$ cat src/rtl/buffer_skid_wb.sv
// Two-entry skid buffer for the write-back stage payload (read data, ALU result,
// destination register, control). in_ready depends only on registered state.
module buffer_skid_wb #(
    parameter int unsigned DATA_W = 32,
    parameter int unsigned REG_W  = 5,
    parameter int unsigned CTRL_W = 2,
    parameter int unsigned CNT_W  = 8
) (
    input  logic              clk,
    input  logic              rst,
    input  logic              flush,
    input  logic              in_valid,
    output logic              in_ready,
    input  logic [DATA_W-1:0] inReadData,
    input  logic [DATA_W-1:0] inOutAlu,
    input  logic [REG_W-1:0]  inMux5b,
    input  logic [CTRL_W-1:0] inCtrl,
    output logic              out_valid,
    input  logic              out_ready,
    output logic [DATA_W-1:0] outReadData,
    output logic [DATA_W-1:0] outOutAlu,
    output logic [REG_W-1:0]  outMux5b,
    output logic [CTRL_W-1:0] outCtrl,
    output logic [1:0]        occupancy,
    output logic [CNT_W-1:0]  stallCount
);

    typedef enum logic [1:0] {
        EMPTY = 2'd0,
        ONE   = 2'd1,
        FULL  = 2'd2
    } state_t;

    localparam logic [CNT_W-1:0] CNT_MAX = '1;

    state_t            state;
    state_t            state_nxt;
    logic              accept;
    logic              pop;
    logic              load_head_in;
    logic              load_head_skid;
    logic              load_skid;

    logic [DATA_W-1:0] skid_read_data;
    logic [DATA_W-1:0] skid_out_alu;
    logic [REG_W-1:0]  skid_mux5b;
    logic [CTRL_W-1:0] skid_ctrl;

    assign accept = in_valid & in_ready & ~flush;
    assign pop    = out_valid & out_ready;

    // Next state and payload-load selects; flush wins over any transfer.
    always_comb begin
        state_nxt      = state;
        load_head_in   = 1'b0;
        load_head_skid = 1'b0;
        load_skid      = 1'b0;
        if (flush) begin
            state_nxt = EMPTY;
        end else begin
            case (state)
                EMPTY: begin
                    if (accept) begin
                        state_nxt    = ONE;
                        load_head_in = 1'b1;
                    end
                end
                ONE: begin
                    if (accept && pop) begin
                        load_head_in = 1'b1;
                    end else if (accept) begin
                        state_nxt = FULL;
                        load_skid = 1'b1;
                    end else if (pop) begin
                        state_nxt = EMPTY;
                    end
                end
                FULL: begin
                    if (pop) begin
                        state_nxt      = ONE;
                        load_head_skid = 1'b1;
                    end
                end
                default: state_nxt = EMPTY;
            endcase
        end
    end

    always_ff @(posedge clk) begin
        if (rst) begin
            state          <= EMPTY;
            in_ready       <= 1'b1;
            out_valid      <= 1'b0;
            occupancy      <= 2'd0;
            stallCount     <= '0;
            outReadData    <= '0;
            outOutAlu      <= '0;
            outMux5b       <= '0;
            outCtrl        <= '0;
            skid_read_data <= '0;
            skid_out_alu   <= '0;
            skid_mux5b     <= '0;
            skid_ctrl      <= '0;
        end else begin
            state     <= state_nxt;
            in_ready  <= (state_nxt != FULL);
            out_valid <= (state_nxt != EMPTY);
            occupancy <= (state_nxt == FULL) ? 2'd2 : (state_nxt == ONE) ? 2'd1 : 2'd0;

            if (out_valid && !out_ready && stallCount != CNT_MAX)
                stallCount <= stallCount + CNT_W'(1);

            if (load_head_in) begin
                outReadData <= inReadData;
                outOutAlu   <= inOutAlu;
                outMux5b    <= inMux5b;
                outCtrl     <= inCtrl;
            end else if (load_head_skid) begin
                outReadData <= skid_read_data;
                outOutAlu   <= skid_out_alu;
                outMux5b    <= skid_mux5b;
                outCtrl     <= skid_ctrl;
            end

            if (load_skid) begin
                skid_read_data <= inReadData;
                skid_out_alu   <= inOutAlu;
                skid_mux5b     <= inMux5b;
                skid_ctrl      <= inCtrl;
            end
        end
    end

endmodule

$ cat config.mk
export PLATFORM = sky130hd
export DESIGN_NAME = buffer_skid_wb
export DESIGN_NICKNAME = d
export VERILOG_FILES = /design/src/rtl/buffer_skid_wb.sv
export SDC_FILE = /design/constraint.sdc
export NUM_CORES = 1
export LEC_CHECK = 0
export ABC_AREA = 0
export ABC_CLOCK_PERIOD_IN_PS = 2300
export CAP_MARGIN = 30
export CORE_ASPECT_RATIO = 0.5
export CORE_MARGIN = 10
export CORE_UTILIZATION = 52
export DETAILED_ROUTE_END_ITERATION = 10
export PLACE_DENSITY_LB_ADDON = 0.05
export SETUP_SLACK_MARGIN = 0.02
export SLEW_MARGIN = 0
export SYNTH_ARGS = -nofsm -noshare
export SYNTH_HDL_FRONTEND = slang
export SYNTH_SLANG_ARGS = --single-unit
$ cat constraint.sdc
create_clock -name clk -period 2.3 [get_ports clk]
set_input_delay 0.23 -clock clk [delete_from_list [all_inputs] [get_ports clk]]
set_output_delay 0.23 -clock clk [all_outputs]
set_load 0.01 [all_outputs]
==> metrics.cfg, run 1 <==
[outcome]
status=finished, final reports clean

[final_layout]
final_util_pct=74.2
drive_gt1_share_pct=6.14
area_growth_syn_to_layout_pct=35.7
antenna_cells=0
final_nets=976
instances_no_fill=1071

[worst_setup_path]
end_kind=flip-flop
crit_required_ns=2.58
arrival_ns=2.10
crit_path_start_kind=flip-flop
critPathMaxFanout=69
ff2ff_setup_slack_ns=0.48
criticalPathCategory=flip-flop to flip-flop

[timing]
rsz0062_at_grt=no
worstMarginPinSlew_ns=0.560
fin_skew_ns=0.00968
fmax_mhz=550
setup_viol=0
slew_violations=0
period_needed_ns=1.82
timing.final.crit_share_pct=79.0
slew_headroom_pct=62.7
hold_viol=0
finalSetupTns_ns=0

[die]
dieArea_mm2=0.0169
die_x_um=174
ioPinCount=159
fp-row-count=27
start_util_pct=54.7
coreArea_mm2=0.0113
die_y_um=97.0

[grt]
use_met3_pct=6.00
globalRouteOverflowTotal=0
grt_pass1_vias=5350
grt_util_met1_pct=26.5
gr-max-usage-layer=met2
grt_max_degree=77
grtUsageMet2_pct=29.8
grt_pass1_wl_um=27900
grt_usage_pct=19.6
antenna_found_initial=0

[routing]
drtIter0Drc=589
wire_per_inst_um=16.2
via_count=5839
viasPerCell=5.45
drc_errors=0
dr.pass1.iters=5
ant_nets=0
wl_um=17400

[clocking]
cts_buffers=17
clk_pin_slew_ns=0.07
numClockSinks=156
clockBufferDepth=2
postCtsSetupBuffers=0
cts_tree=built
clkLatencyLatePin_ns=0.41
postCtsHoldBufs=0
cts_resized=0
htree_levels=4
cts_root_buf=clkbuf_16

[run]
timing.max_cap.violations=0

[placed_design]
dp_hpwl_um=10900
portBuffers=158
dp.cells=1039
gp_congestion=0.791

[logic_synthesis]
synth_edf_count=0
synth.distinct_cells=44
ys.flop_type=dfxtp_1
postSynthAreaPerCell_um2=7.99
ys_seq_area_share_pct=50.6
syn_area_mm2=0.00617
syn_nets=849
yosysWarnings=0
synth-seq-cells=156
postSynth.asyncResetShare_pct=0
synth_cells=772

[pwr]
power_mw=6.13
ir_drop_mv=0.445
powerDensity_mw_per_mm2=733
leakagePower_nw=2.83

[hold_path]
min_path_type=input pin to flip-flop

-- per-stage QoR --
step	hold WS (ns)	setup WS, ns	area, µm²
3_3_place_gp	0.442	0.260	7820
3_5_place_dp	0.447	0.195	7820
5_1_grt	0.261	0.422	8370
6_report	0.248	0.482	8370
4_1_cts	0.229	0.510	8370
2_1_floorplan	0.366	0.665	6170
-- per-layer routing --
| layer | share of wire [%] | wire (µm) |
|---|---|---|
| met4 | 0.58 | 100 |
| met1 | 46 | 8000 |
| met2 | 46 | 8010 |
| met3 | 7.3 | 1270 |
| met5 | 0 | 0 |
-- power breakdown --
group	internal, mW	switching (mW)
clock network	1.43	1.18
registers	2.81	0.0606
logic	0.359	0.303
total	4.59	1.54
-- registers in the layout, indices dropped and copies added (netlist names) --
| register | count |
|---|---|
| out_valid | 1 |
| skid_read_data | 32 |
| outMux5b | 5 |
| stallCount | 8 |
| outReadData | 32 |
| skid_mux5b | 5 |
| skid_ctrl | 2 |
| in_ready | 1 |
| occupancy | 2 |
| state | 2 |
| outOutAlu | 32 |
| outCtrl | 2 |
| skid_out_alu | 32 |
-- cells by family (layout without fill, tap and decap cells) --
kind of cell	after synthesis	count (layout)	synth area share, %
compound gates	155	155	17.6
xor+xnor	2	2	0.284
fa+ha+maj	1	1	0.203
buf+inv	63	203	5.30
flops	156	156	50.6
mux	4	4	0.690
simple gates	391	391	25.3
-- final cells by class --
| class | count | area, µm² |
|---|---|---|
| Clock buffer | 18 | 439 |
| Sequential cell | 156 | 3120 |
| Clock inverter | 14 | 114 |
| Multi-Input combinational cell | 553 | 2740 |
| Timing Repair Buffer | 170 | 1760 |
| Fill cell | 886 | 2910 |
| Inverter | 1 | 3.75 |
| Tap cell | 159 | 199 |
-- path summary, 6_finish.rpt --
kind / startpoint / endpoint / depth (start not counted)
setup / recovery: out_valid / outReadData[4] / 5
hold / removal: rst / stallCount[7] / 2
setup reg to reg: out_valid / outReadData[4] / 5
hold reg to reg: skid_out_alu[13] / skid_out_alu[13] / 2
-- worst max-delay path: stages (launching register included) --
cell      delay (ns)
dfxtp_1         0.44
nand2_1         0.18
or3_2           0.55
buf_12          0.24
nand2_1         0.13
a311oi_1        0.11
-- layout by cell type, fill, tap and decap left out, types with 3 or more instances in the layout --
| master | count |
|---|---|
| a21oi_1 | 73 |
| a311oi_1 | 71 |
| buf_12 | 7 |
| buf_4 | 6 |
| clkbuf_16 | 17 |
| clkdlybuf4s50_1 | 157 |
| clkinv_4 | 5 |
| clkinvlp_4 | 4 |
| dfxtp_1 | 156 |
| inv_6 | 4 |
| nand2_1 | 289 |
| nand3_1 | 3 |
| nor2_1 | 77 |
| nor3_1 | 3 |
-- Yosys cell counts, drive strengths merged (2+ instances only) --
cell | n | area, µm²
nand3b | 2 | 15.0
dfxtp | 156 | 3120
buf | 36 | 225
nand2b | 2 | 20.0
nand3 | 4 | 20.0
a21oi | 73 | 365
nor2b | 2 | 12.5
nand2 | 290 | 1090
a2111oi | 2 | 23.8
a311oi | 72 | 637
clkbuf | 26 | 97.6
xor2 | 2 | 17.5
mux2i | 2 | 20.0
nor2 | 77 | 289
mux2 | 2 | 22.5
o21ai | 2 | 10.0
nor3 | 5 | 41.3
(Power assumes the default switching activity.)
==> inputs of run 2 (changes only) <==
ABC_CLOCK_PERIOD_IN_PS = 1700   (was 2300)
CORE_UTILIZATION = 49   (was 52)
clock period = 1.7 ns   (was 2.3 ns; I/O delays follow)
==> metrics.cfg, run 2 (synthesis gave the netlist of run 1 again) <==
[grt]
gr-max-usage-layer=met2  ; unchanged
use_met3_pct=6.83  ; was 6.00%
globalRouteOverflowTotal=0  ; unchanged
grt_usage_pct=19.6  ; about the same
grtUsageMet2_pct=30.4  ; was 29.8%
grt_util_met1_pct=24.9  ; was 26.5%
antenna_found_initial=0  ; unchanged
grt_pass1_wl_um=28600  ; was 27900 µm
grt_max_degree=55  ; was 77
grt_pass1_vias=5614  ; was 5350

[outcome]
status=finished, final reports clean  ; unchanged

[pwr]
p_clk_share_pct=45.7  ; was 42.5%
leakagePower_nw=2.98  ; was 2.83 nW
powerDensity_mw_per_mm2=1020  ; was 733 mW/mm²
ir_drop_mv=0.703  ; was 0.445 mV
switchingPower_mw=2.06  ; was 1.54 mW
pwr-share-comb_pct=10.5  ; was 10.8%
power_mw=8.84  ; was 6.13 mW
p_int_mw=6.78  ; was 4.59 mW
switching_share_pct=23.3  ; was 25.1%
seq_power_share_pct=43.9  ; was 46.7%

[timing]
worstMarginPinSlew_ns=0.488  ; was 0.560 ns
period_needed_ns=1.59  ; was 1.82 ns
slew_violations=0  ; unchanged
finalSetupTns_ns=0  ; unchanged
timing.final.crit_share_pct=93.7  ; was 79.0%
hold_slack_ns=0.182  ; was 0.248 ns
hold_viol=0  ; unchanged
slew_headroom_pct=67.5  ; was 62.7%
setup_viol=0  ; unchanged
fmax_mhz=628  ; was 550 MHz
fin_skew_ns=0.00868  ; was 0.00968 ns
rsz0062_at_grt=no  ; unchanged

[final_layout]
antenna_cells=0  ; unchanged
final_util_pct=71.9  ; was 74.2%
area_growth_syn_to_layout_pct=40.5  ; was 35.7%
fillers=944  ; was 886
drive_gt1_share_pct=7.65  ; was 6.14%
mostFrequentLayoutCells=nand2_1, clkdlybuf4s50_1, dfxtp_1  ; unchanged
final_nets=993  ; was 976
instances_no_fill=1093  ; was 1071
final_common_cell=nand2_1  ; unchanged

[routing]
ant_nets=0  ; unchanged
dr.pass1.iters=5  ; unchanged
drc_errors=0  ; unchanged
drtIter0Drc=504  ; was 589
wl_um=17600  ; was 17400 µm
viasPerCell=5.38  ; was 5.45
wire_per_inst_um=16.1  ; was 16.2 µm
via_count=5882  ; was 5839

[die]
die_x_um=179  ; was 174 µm
die_y_um=99.3  ; was 97.0 µm
dieArea_mm2=0.0177  ; was 0.0169 mm²
fp-row-count=28  ; was 27
coreArea_mm2=0.0121  ; was 0.0113 mm²
start_util_pct=51.2  ; was 54.7%
ioPinCount=159  ; unchanged

[hold_path]
min_path_type=input pin to flip-flop  ; unchanged
hold_end=stallCount[3]  ; was stallCount[7]
holdPathStages=2  ; unchanged
hp-start=rst  ; unchanged

[worst_setup_path]
arrival_ns=1.91  ; was 2.10 ns
r2r_end=outOutAlu[10]  ; was outReadData[4]
crit_path_start_kind=flip-flop  ; unchanged
ff2ff_setup_slack_ns=0.11  ; was 0.48 ns
crit_required_ns=2.01  ; was 2.58 ns
rr_startpoint=out_valid  ; unchanged
criticalPathCategory=flip-flop to flip-flop  ; unchanged
end_kind=flip-flop  ; unchanged
worst-r2r-cell-count=6  ; was 5
critPathMaxFanout=28  ; was 69

[clocking]
postCtsHoldBufs=0  ; unchanged
htree_levels=4  ; unchanged
clkLatencyLatePin_ns=0.42  ; was 0.41 ns
cts_resized=0  ; unchanged
cts_tree=built  ; unchanged
cts_buffers=17  ; unchanged
clockBufferDepth=2  ; unchanged
postCtsSetupBuffers=0  ; unchanged
cts_root_buf=clkbuf_16  ; unchanged
numClockSinks=156  ; unchanged
clk_pin_slew_ns=0.06  ; was 0.07 ns

[placed_design]
gp_congestion=0.770  ; was 0.791
dp_hpwl_um=11300  ; was 10900 µm
portBuffers=158  ; unchanged
dp.cells=1062  ; was 1039

[run]
timing.max_cap.violations=0  ; unchanged

==> run 2: cell types whose count changed in the layout (fill, tap and decap cells not counted), sizes merged <==
cell | previous run | this run
inv | 5 | 4
bufinv | 0 | 4
clkinvlp | 4 | 3
clkbuf | 18 | 19
clkinv | 6 | 2
buf | 13 | 30
==> run 2: cell type report <==
class	instances	area (µm²)	area share [%]
flip-flops and latches	156	3120	36.1
multi-input cells	553	2740	31.6
repair buffers	187	1970	22.8
clock buffers	19	433	5.00
well taps	165	206	2.38
clock inverters	12	189	2.18
inverters	1	3.75	0.0433
==> run 2: stage by stage <==
step | area [µm²] | setup slack [ns]
3_5_place_dp | 8040 | -0.224
5_1_grt | 8660 | 0.0202
3_3_place_gp | 8040 | -0.155
4_1_cts | 8660 | 0.0811
2_1_floorplan | 6170 | 0.0649
6_report | 8660 | 0.107
==> run 2: worst max-delay path by stage <==
stage / from / to / slack [ns] / cells after the start
4_1_cts: stallCount[4] / stallCount[4] / 0.08 / 1
3_3_place_gp: out_ready / outOutAlu[19] / -0.15 / 6
2_1_floorplan: stallCount[0] / stallCount[5] / 0.06 / 5
3_5_place_dp: flush / outOutAlu[17] / -0.22 / 6
5_1_grt: out_valid / outReadData[5] / 0.02 / 6
6_report: out_valid / outOutAlu[10] / 0.11 / 6
==> run 2: power groups by stage <==
stage | combinational [mW] | sequential [mW] | clock [mW]
final | 0.925 | 3.87 | 4.04
after global routing | 1.01 | 3.89 | 4.24
after CTS | 0.933 | 3.87 | 4.09
after detailed placement | 0.928 | 3.95 | 0
after global placement | 0.912 | 3.95 | 0
after floorplan | 0.297 | 4.00 | 0
==> run 2: per-layer routing <==
metal  up-vias  wire length (µm)
met5         -                 0
met4         0               263
met3        21              1480
met2       188              7990
met1      2752              7850
li1       2921                 -
==> run 2: critical path, stage by stage, from the launching register on <==
cell and delay (ns):
dfxtp_1 0.31, buf_4 0.15, a21bo_2 0.27, nand2_4 0.20, buf_12 0.21, nor2_1 0.06, a311oi_1 0.29
==> RTL edit: new RTL, settings of run 2 <==
Set the parameter `DATA_W` to 48 (it was 32).
--- a/src/rtl/buffer_skid_wb.sv
+++ b/src/rtl/buffer_skid_wb.sv
@@ -3,3 +3,3 @@
 module buffer_skid_wb #(
-    parameter int unsigned DATA_W = 32,
+    parameter int unsigned DATA_W = 48,
     parameter int unsigned REG_W  = 5,
Interface: changed (resized inOutAlu, inReadData, outOutAlu and outReadData); port bits go from 159 to 223. The function was not compared with the original's and may differ.
==> RTL edit against run 2 <==
Sequential cell count grew 64. Total power grew 25%. Critical path depth shrank 5. Routed wire length grew 51%. Design area grew 39%. Setup slack lost 0.041 ns. Non-clock buffer count grew 80. Clock power grew 5.2%. Synthesized area grew 39%. Global-route usage grew 1.5 points. Largest cell class unchanged.
==> RTL edit: results (changes against run 2) <==
Synth
  • Fraction of registers with async set or reset after synthesis: 0 (unchanged)
  • Portion of the post-synthesis area used by sequential elements: 0.514 (was 0.506)
  • Most common flop cell mapped by yosys: dfxtp_1 (unchanged)
  • Yosys Warn Count: 0 (unchanged)
  • Cell types with the highest counts after synthesis: nand2_1, dfxtp_1, nor2_1 (unchanged)
  • Cell types occupying the most area after synthesis: dfxtp_1, nand2_1, a311oi_1 (unchanged)
  • Synthesized netlist net count: 1198 (was 849)
  • Count of unique library cells instantiated by Yosys: 38 (was 44)

GRT
  • Number of antenna violations at the first check in global routing: 0 (unchanged)
  • First-pass GRT wire length: 41400 um (was 28600 um)
  • Number of global-route vias before repair: 7797 (was 5614)
  • Maximum number of pins on one net before global-route repair: 63 (was 55)
  • Total GRT Usage: 0.211 (was 0.196)

Timing
  • Worst Max-Slew Pin Slew: 0.499 ns (was 0.488 ns)
  • Final worst clock skew: 0.0153 ns (was 0.00868 ns)

Layout
  • Proportion of layout cells with a drive suffix above 1: 0.0809 (was 0.0765)
  • Nets: 1394 (was 993)
  • Antenna diode instance count: 0 (unchanged)

Outcome
  • Status: complete, no violations (unchanged)

Clock network
  • CTS max path bufs: 3 (was 2)
  • Clk pin slew, worst setup/hold paths: 0.07 ns
  • Cell chosen for the clock root: clkbuf_16 (unchanged)
  • Worst-Skew Late Latency: 0.49 ns (was 0.42 ns)
  • Number of buffers created by CTS: 19 (was 17)
  • Number of H-tree branching levels: 1 (was 4)

Worst setup path
  • Critical Path Slowest Stage Cell: clkdlybuf4s50_1 (was dfxtp_1)
  • Largest delay contributor family on the critical path: buffers and inverters (was compound AO/OA/AOI/OAI gates)
  • Crit path largest cell delay: 0.59 ns (was 0.31 ns)
  • Largest fanout on the critical path: 2 (was 28)
  • Arrival time at the worst endpoint: 1.46 ns (was 1.91 ns)

Detailed routing
  • Router iterations before antenna repair: 5 (unchanged)
  • Number of vias per cell: 5.44 (was 5.38)
  • Drt first-iter violations: 645 (was 504)
  • Final Routed Wirelength: 26500 um (was 17600 um)

Power
  • Peak supply drop: 562 uV (was 703 uV)
  • Reported leakage power: 4.20 nW (was 2.98 nW)
  • Power dissipated by switching net loads: 0.00264 W (was 0.00206 W)

Placement
  • Final Wtd Congestion: 0.798 (was 0.770)
  • Detailed-placement wirelength estimate: 17200 um (was 11300 um)
  • # port buffers: 222 (was 158)

Worst hold path
  • Worst min-delay path category: primary input to flip-flop (unchanged)
[RTL edit: stage by stage]
stage	total power [W]	setup WS [ns]	instance area (sq um)	cells	TNS, ns
5_1_grt	0.0115	0.0253	12100	1532	0
3_3_place_gp	0.00687	-0.134	11200	1492	-18.52
2_1_floorplan	0.00606	0.0661	8560	1089	0
3_5_place_dp	0.00690	-0.231	11200	1492	-25.04
4_1_cts	0.0111	0.0230	11900	1529	0
6_report	0.0111	0.0664	12100	1532	0
[RTL edit: final timing paths]
kind	from	end	slack (ns)	depth (start not counted)
setup / recovery	outReadData[31]$_SDFFE_PP0P_	outReadData[31]	0.07	1
setup reg to reg	state[1]$_SDFF_PP0_	outReadData[34]$_SDFFE_PP0P_	0.10	5
hold reg to reg	skid_read_data[27]$_SDFFE_PP0P_	skid_read_data[27]$_SDFFE_PP0P_	0.45	2
hold / removal	rst	skid_out_alu[45]$_SDFFE_PP0P_	0.12	2
[RTL edit: cell type report]
cell class,count,area (sq um)
Clock buffer,27,566
Clock inverter,7,41.3
Fill cell,1389,5210
Inverter,1,3.75
Multi-Input combinational cell,776,3860
Sequential cell,220,4410
Tap cell,234,293
Timing Repair Buffer,267,2890
[RTL edit: logic make-up (layout without fill, tap and decap cells)]
group | count (synthesis) | count (layout) | share of synthesized area
multiplexers | 4 | 4 | 0.00497
flip-flops | 220 | 220 | 0.514
XOR/XNOR | 2 | 2 | 0.00205
AO/OA/AOI/OAI | 220 | 220 | 0.178
buffers and inverters | 93 | 302 | 0.0497
adder cells (fa/ha/maj) | 1 | 1 | 0.00146
AND/OR/NAND/NOR | 549 | 549 | 0.249
[RTL edit: what timing repair did]
action	4_1_cts	5_1_grt
pin swaps	1	1
gates cloned	1	3
hold endpoints to repair	0	0
resized for setup	5	22
setup endpoints to repair	9	101
buffers inserted	2	0
[RTL edit: metal layers]
| metal | wire length [um] | GRT usage | up-vias |
|---|---|---|---|
| li1 | - | - | 4076 |
| met1 | 11400 | 0.281 | 3959 |
| met2 | 12500 | 0.342 | 270 |
| met3 | 2150 | 0.0518 | 32 |
| met4 | 440 | 0.0446 | 0 |
| met5 | 0 | 0 | - |
[RTL edit: power groups by stage]
stage	registers (W)	clock network, W	logic [W]
3_5_place_dp	0.00558	0	0.00131
3_3_place_gp	0.00558	0	0.00129
4_1_cts	0.00547	0.00432	0.00132
2_1_floorplan	0.00565	0	0.000409
6_report	0.00547	0.00425	0.00133
5_1_grt	0.00549	0.00455	0.00143
